`src/rtl/pipe_hazard_ctrl.sv`:
```
// Pipeline hazard controller: load-use interlock, branch flush, I/D cache miss
// sequencing with line-fill pulses, HALT latch and a saturating stall counter.
module pipe_hazard_ctrl #(
  parameter int MISS_LATENCY = 4,
  parameter int STALL_CNT_W  = 16
) (
  input  logic                   clk,
  input  logic                   reset_n,
  input  logic [1:0]             ID_Rs,
  input  logic [1:0]             ID_Rt,
  input  logic                   ID_UsesRs,
  input  logic                   ID_UsesRt,
  input  logic                   ID_IsHalted,
  input  logic                   ID_FlushReq,
  input  logic                   EX_MemRead,
  input  logic [1:0]             EX_WriteReg,
  input  logic                   IcacheReq,
  input  logic                   IcacheHit,
  input  logic                   DcacheReq,
  input  logic                   DcacheHit,
  output logic                   PcWrite,
  output logic                   IF_ID_Write,
  output logic                   InsertBubble,
  output logic                   IsFlush,
  output logic                   PipeFreeze,
  output logic                   FillI,
  output logic                   FillD,
  output logic                   Halted,
  output logic [STALL_CNT_W-1:0] StallCount
);

  typedef enum logic [1:0] {RUN, DMISS, IMISS, HALT} state_t;

  localparam logic [3:0] CNT_LOAD = 4'(MISS_LATENCY - 1);

  state_t                 state_q, state_d;
  logic [3:0]             cnt_q, cnt_d;
  logic                   pend_i_q, pend_i_d;
  logic [STALL_CNT_W-1:0] stall_cnt_q, stall_cnt_d;

  logic d_miss, i_miss, load_use;
  logic pc_write, if_id_write, bubble, flush, freeze, fill_i, fill_d;

  always_comb begin
    d_miss   = DcacheReq && !DcacheHit;
    i_miss   = IcacheReq && !IcacheHit;
    load_use = EX_MemRead && ((ID_UsesRs && (ID_Rs == EX_WriteReg)) ||
                              (ID_UsesRt && (ID_Rt == EX_WriteReg)));

    state_d     = state_q;
    cnt_d       = cnt_q;
    pend_i_d    = pend_i_q;
    pc_write    = 1'b1;
    if_id_write = 1'b1;
    bubble      = 1'b0;
    flush       = 1'b0;
    freeze      = 1'b0;
    fill_i      = 1'b0;
    fill_d      = 1'b0;

    case (state_q)
      RUN: begin
        if (d_miss) begin
          // MEM cannot complete: freeze right away, overriding load-use/flush
          pc_write    = 1'b0;
          if_id_write = 1'b0;
          freeze      = 1'b1;
          state_d     = DMISS;
          cnt_d       = CNT_LOAD;
          pend_i_d    = i_miss;
        end else begin
          if (load_use) begin
            pc_write    = 1'b0;
            if_id_write = 1'b0;
            bubble      = 1'b1;
          end else if (ID_FlushReq) begin
            flush = 1'b1;
          end
          if (i_miss) begin
            state_d = IMISS;
            cnt_d   = CNT_LOAD;
          end else if (ID_IsHalted) begin
            state_d = HALT;
          end
        end
      end
      DMISS: begin
        pc_write    = 1'b0;
        if_id_write = 1'b0;
        freeze      = 1'b1;
        if (i_miss) pend_i_d = 1'b1;
        if (cnt_q == 4'd0) begin
          fill_d   = 1'b1;
          pend_i_d = 1'b0;
          if (pend_i_q || i_miss) begin
            state_d = IMISS;
            cnt_d   = CNT_LOAD;
          end else begin
            state_d = RUN;
          end
        end else begin
          cnt_d = cnt_q - 4'd1;
        end
      end
      IMISS: begin
        pc_write    = 1'b0;
        if_id_write = 1'b0;
        bubble      = 1'b1;
        if (cnt_q == 4'd0) begin
          fill_i  = 1'b1;
          state_d = RUN;
        end else begin
          cnt_d = cnt_q - 4'd1;
        end
      end
      HALT: begin
        pc_write    = 1'b0;
        if_id_write = 1'b0;
        freeze      = 1'b1;
      end
      default: state_d = RUN;
    endcase

    stall_cnt_d = stall_cnt_q;
    if (!pc_write && (state_q != HALT) && !(&stall_cnt_q))
      stall_cnt_d = stall_cnt_q + 1'b1;
  end

  always_ff @(posedge clk or negedge reset_n) begin
    if (!reset_n) begin
      state_q     <= RUN;
      cnt_q       <= 4'd0;
      pend_i_q    <= 1'b0;
      stall_cnt_q <= '0;
    end else begin
      state_q     <= state_d;
      cnt_q       <= cnt_d;
      pend_i_q    <= pend_i_d;
      stall_cnt_q <= stall_cnt_d;
    end
  end

  // Outputs are forced to their idle values while reset is held, independent of inputs
  always_comb begin
    PcWrite      = pc_write    || !reset_n;
    IF_ID_Write  = if_id_write || !reset_n;
    InsertBubble = bubble && reset_n;
    IsFlush      = flush  && reset_n;
    PipeFreeze   = freeze && reset_n;
    FillI        = fill_i && reset_n;
    FillD        = fill_d && reset_n;
    Halted       = (state_q == HALT) && reset_n;
    StallCount   = stall_cnt_q;
  end

endmodule
```
`config.mk`:
```
export PLATFORM = sky130hd
export DESIGN_NAME = pipe_hazard_ctrl
export DESIGN_NICKNAME = d
export VERILOG_FILES = /design/src/rtl/pipe_hazard_ctrl.sv
export SDC_FILE = /design/constraint.sdc
export NUM_CORES = 1
export LEC_CHECK = 0
export ABC_AREA = 1
export CORE_ASPECT_RATIO = 1.4
export CORE_MARGIN = 2
export CORE_UTILIZATION = 45
export DETAILED_ROUTE_END_ITERATION = 7
export PLACE_DENSITY = 0.72
export SYNTH_ARGS = -nofsm -noshare
export SYNTH_HDL_FRONTEND = slang
export SYNTH_SLANG_ARGS = --single-unit
```
`constraint.sdc`:
```
create_clock -name clk -period 4 [get_ports clk]
set_input_delay 0.6 -clock clk [delete_from_list [all_inputs] [get_ports clk]]
set_output_delay 0.6 -clock clk [all_outputs]
set_load 0.01 [all_outputs]
```
# After elaboration in Yosys (flattened, before gate mapping)
# Index checks and enable logic that the tools add are counted.
totals:
  register_bits: 23
  inputBits: 17
  output_inout_bits: 24
  word_cells: 83
classes:
  n_addsub: 2
  n_eq_ne: 14
  muxes: 32
  n_reduce_logical: 31
op_table:
  columns: ["op", "count"]
  rows:
  - ["$mux W4", 5]
  - ["$add A16 B1 Y16 const B", 1]
  - ["$reduce_and A16 Y1", 1]
  - ["$mux W1", 15]
  - ["$logic_and A1 B1 Y1", 13]
  - ["$mux W2", 6]
  - ["$pmux W4 S3", 1]
  - ["$ne A2 B2 Y1 const B", 5]
  - ["$ne A3 B3 Y1 const B", 3]
  - ["$pmux W1 S2", 4]
  - ["$reduce_and A4 Y1", 2]
  - ["$pmux W2 S3", 1]
  - ["$logic_not A1 Y1", 5]
  - ["$eq A2 B2 Y1", 2]
  - ["$eq A2 B2 Y1 const B", 2]
  - ["$logic_not A4 Y1", 1]
  - ["$ne A4 B4 Y1 const B", 1]
  - ["$sub A4 B1 Y4 const B", 1]
  - ["$logic_or A1 B1 Y1", 3]
  - ["$reduce_and A3 Y1", 1]
  - ["$reduce_bool A3 Y1", 1]
  - ["$reduce_or A3 Y1", 1]
  - ["$eq A2 B1 Y1 const B", 1]
  - ["$logic_not A2 Y1", 1]
  - ["other kinds (2)", 2]

# Logic depth before layout (Yosys ltp)
depth:
  ltp_word: 10
  depth_mapped: 11
  ltp_nobuf: 11

# Worst setup path before layout
# OpenSTA, ideal clock, no wires.
synth_timing:
  path_type: "in2out"
  from: "input EX_WriteReg[0]"
  to: "output PcWrite"
  t_arrival_ns: 1.576
  required_time_ns: 3.400
  slack_ns: 1.824
  stages: 9
  n_path_buf: 2
  cell_sequence: "inv_1 -> or2_0 -> nand3_1 -> nand2_1 -> nand2_1 -> nand2_2 -> buf_4 -> nand2_1 -> buf_4"
synth_between:
  elab_chain_cells: 8
  word_cells_on_any_way: 10
  cone_classes: "2 x eq/ne; 3 x mux; 5 x reduce/logical"
synth_lines:
  columns: ["item", "line", "rtl"]
  rows:
  - ["start, declared", "16", "input logic [1:0] EX_WriteReg,"]
  - ["$eq A2 B2 Y1, on equally long branches", "47, 48", null]
  - ["$logic_and A1 B1 Y1, on equally long branches", "47, 48", null]
  - ["$logic_or A1 B1 Y1 *", "47", "load_use = EX_MemRead && ((ID_UsesRs && (ID_Rs == EX_WriteReg)) ||"]
  - ["$logic_and A1 B1 Y1 *", "47", null]
  - ["$mux W1 * (2 in a row)", null, null]
  - ["$pmux W1 S2 *", null, null]
  - ["$logic_or A1 B1 Y1 *", null, null]
  - ["end, declared", "21", "output logic PcWrite,"]
# Every way passes the cells marked *; elsewhere a longest branch is shown, timed or not.

# Final worst setup path
layout_timing:
  from: "input EX_WriteReg[0]"
  to: "output PcWrite"
layout_between:
  elab_chain_cells: 8
  word_cells_on_any_way: 10
  cone_classes: "2 x eq/ne; 3 x mux; 5 x reduce/logical"
layout_lines:
  columns: ["item", "line", "rtl"]
  rows:
  - ["$eq A2 B2 Y1, on equally long branches", "47, 48", null]
  - ["$logic_and A1 B1 Y1, on equally long branches", "47, 48", null]
  - ["$logic_or A1 B1 Y1 *", "47", null]
  - ["$logic_and A1 B1 Y1 *", "47", null]
  - ["$mux W1 *", "72", "if (load_use) begin"]
  - ["$mux W1 *", "63", "if (d_miss) begin"]
  - ["$pmux W1 S2 *", "61", "case (state_q)"]
  - ["$logic_or A1 B1 Y1 *", "145", "PcWrite = pc_write || !reset_n;"]
# Marked as above.

==> run summary <==
The final-stage net count is 334. The largest buffer count on any clock path is 2. TritonCTS built the clock tree. The ratio of final minimum period to clock period came out at 71.5%. In this run the worst hold path is classified as in -> async.

The first TritonRoute pass finished after 4 iterations. The cell sitting at the root of the clock tree is a sky130_fd_sc_hd__clkbuf_8. The summed area of non-filler cells in the final layout is 2220 µm². At the pin with the least slew margin, the transition time is 0.477 ns. Of the synthesized area, sequential elements account for 32.8%. The full die area is 4420 µm². The total count of max-transition violations in the final report is 0. The post-synth design cell area came out at 1750 µm². For this run the aggregate overflow at the end of global routing stands at 0. The number of rows in the core area came out at 26. After synthesis, the mean cell area works out to 6.57 µm².

The clock edge transition at the registers on the reported setup and hold paths came out at 0.09 ns. Along the worst path, the maximum fanout reaches 3. The most used cell along the critical path is sky130_fd_sc_hd__nand2_1. The initial utilization of the core area, before any placement, comes to 47.3%. The reg-to-reg startpoint is StallCount[0]. The maximum ir drop on the vdd rail is 0.358 mV.

The worst register-to-register path ends at StallCount[8]. The total DRC errors in the routed layout is 0. The worst clock skew came out at 0.00494 ns. The worst setup path is of the in -> out kind.

The number of diodes added for antenna fixing is 0. The setup TNS after final layout came out at 0 ns. The maximum level of the CTS H-tree came out at 1. Counting flops with an async set or reset pin after synthesis yields a share of 100%.

The TritonCTS buffer count is 3. The number of top-level pins is 41. The endpoint type of the worst setup path is a primary output.

The count of final setup violators came out at 0. The maximum frequency from static timing analysis is 350 MHz. The worst slew slack as a fraction of its limit is 68.2%. In this run the static leakage power is 1.05 nW. Dividing the detail-routed wire length by the instance count gives 11.9 µm. The unique cell type count in the Yosys netlist came out at 24. During placement, the flow inserted port buffers numbering 40.

The number of nets produced by synthesis is 293. The number of max-cap violations came out at 0. The most used flip-flop cell after synthesis is sky130_fd_sc_hd__dfrtp_1. The library cells used most frequently in the layout, excluding fill and tap cells, are sky130_fd_sc_hd__nand2_1, sky130_fd_sc_hd__clkdlybuf4s50_1, sky130_fd_sc_hd__inv_1. The number of clock sinks seen by CTS came out at 23. The congestion estimate from routability-driven global placement came to 0.802. The power per cell area is 530 nW/µm². The register bit total from synthesis is 23. The number of antenna violations at the first check in global routing is 0.

Gates resized during post-CTS repair numbered 0. The number of buffer and inverter instances along the worst setup path came out at 3. The number of warning messages in the yosys log came out at 0. The slowest stage of the critical path is the sky130_fd_sc_hd__clkdlybuf4s50_1 cell. The worst setup path is launched from an input port. The signed area change from the synthesized netlist to the final layout is 26.8%. The half-perimeter wire length after placement came out at 3180 µm.

The number of endpoints with negative hold slack in the final report came out at 0. The design draws 0.00118 W. After detailed placement, the total cell area comes to 2180 µm².

The maximum number of pins on one net before global-route repair is 29. The number of synthesized flops with an enable pin is 0. The number of nets still failing antenna checks after routing is 0. The later pin in the worst-skew pair is clocked with a latency of 0.27 ns. The global-route wire length before repair came out at 7110 µm.

The gate count of the mapped netlist is 267. The register-to-register setup slack is 2.01 ns. The cts-stage hold buffer count came out at 0. Measured on the finished design, the core utilization comes to 59.9%. The data arrival time at the worst-slack endpoint came out at 2.26 ns. Data on the critical path is required at its endpoint by 3.40 ns. In this design, the largest share of critical-path delay is due to buffers and inverters. The fraction of final layout cells sized beyond drive strength 1 came out at 3.91%.

For this run, the slowest stage of the critical path takes 0.54 ns. The time the final worst path needs with I/O delays and setup came out at 2.86 ns. The global router's overall resource usage is 19.9%.

Leaving out fill and tap cells, the most frequent cell in the layout is sky130_fd_sc_hd__nand2_1. The number of vias in the routed layout is 1823. Setup repair after global routing left no endpoint under its margin. The fill cell instance count of the final layout came out at 377. The iteration-0 DRC count of the detailed router came out at 46. The overall routed net length came out at 4160 µm. The detailed-route vias per instance came out at 5.22. The worst reg2reg path depth came out at 9. The critical path goes through clkdlybuf4s50_1 -> inv_1 -> or2_0 -> nand3_1 -> nand2_1 -> nand2_1 -> nand2_2 -> nand2_1 -> clkdlybuf4s50_1.

The flow ran to the end, and the final reports show no timing, DRC or antenna violations. From left edge to right edge, the die measures 56.8 µm. The via count of the first global-routing pass was 1681. The die is 77.8 µm tall. The number of buffers inserted to repair setup after CTS is 0. The area of the core region came out at 3710 µm².
-- flip-flops by register name, indices dropped and copies added (netlist names) --
| name | cells |
|---|---|
| pend_i_q | 1 |
| cnt_q | 4 |
| StallCount | 16 |
| state_q | 2 |
-- per-stage QoR --
| step | instances | hold slack, ns | setup slack, ns |
|---|---|---|---|
| after CTS | 349 | 0.514 | 1.13 |
| after detailed placement | 345 | 0.494 | 1.14 |
| final | 349 | 0.512 | 1.14 |
| after global routing | 349 | 0.508 | 1.06 |
| after floorplan | 267 | 0.304 | 1.82 |
| after global placement | 345 | 0.491 | 1.12 |
-- layout make-up --
type / count / area, µm² / share of cell area, %
Multi-Input combinational cell: 198 / 982 / 44.2
Sequential cell: 23 / 576 / 25.9
Timing Repair Buffer: 42 / 415 / 18.7
Inverter: 40 / 150 / 6.76
Tap cell: 42 / 52.6 / 2.36
Clock buffer: 3 / 41.3 / 1.86
Clock inverter: 1 / 5.00 / 0.225
-- cells in the mapped netlist (2+ instances only) --
master / instances / area (µm²)
sky130_fd_sc_hd__a21oi_1: 3 / 15.0
sky130_fd_sc_hd__buf_1: 2 / 7.51
sky130_fd_sc_hd__buf_4: 2 / 15.0
sky130_fd_sc_hd__buf_6: 2 / 22.5
sky130_fd_sc_hd__dfrtp_1: 23 / 576
sky130_fd_sc_hd__ha_1: 9 / 113
sky130_fd_sc_hd__inv_1: 39 / 146
sky130_fd_sc_hd__nand2_1: 77 / 289
sky130_fd_sc_hd__nand3_1: 25 / 125
sky130_fd_sc_hd__nand4_1: 17 / 106
sky130_fd_sc_hd__nor2_1: 34 / 128
sky130_fd_sc_hd__nor3_1: 4 / 20.0
sky130_fd_sc_hd__o21ai_0: 16 / 80.1
sky130_fd_sc_hd__xnor2_1: 3 / 26.3
sky130_fd_sc_hd__xor2_1: 2 / 17.5
-- layer usage --
| metal | global-route usage (%) | vias up | routed length [µm] |
|---|---|---|---|
| met5 | 0 | - | 0 |
| met4 | 6.05 | 0 | 66 |
| met1 | 23.3 | 851 | 1790 |
| li1 | - | 929 | - |
| met2 | 37.1 | 37 | 2130 |
| met3 | 2.33 | 6 | 170 |
-- how the worst max path moves through the flow --
stage                    from           end  slack (ns)  cells past startpoint
6_report       EX_WriteReg[0]       PcWrite        1.14                      9
5_1_grt        EX_WriteReg[0]  InsertBubble        1.06                      8
4_1_cts        EX_WriteReg[0]       PcWrite        1.13                      9
3_5_place_dp   EX_WriteReg[0]       PcWrite        1.14                      9
3_3_place_gp        DcacheHit       IsFlush        1.12                      6
2_1_floorplan  EX_WriteReg[0]       PcWrite        1.82                      9
-- kinds of logic (layout without fill, tap and decap cells) --
group	Yosys count	in the layout	synth area share (%)
compound gates	21	21	6.35
simple gates	163	163	40.8
buf+inv	46	86	11.1
fa+ha+maj	9	9	6.42
flops	23	23	32.8
xor+xnor	5	5	2.50
-- power by group --
group	internal, W	total (W)	switching [W]
Combinational	0.000264	0.000666	0.000402
Sequential	0.000297	0.000360	0.0000631
Clock	0.0000697	0.000151	0.0000816
Total	0.000631	0.00118	0.000547
Note: power is estimated with default switching activity, not from simulation.
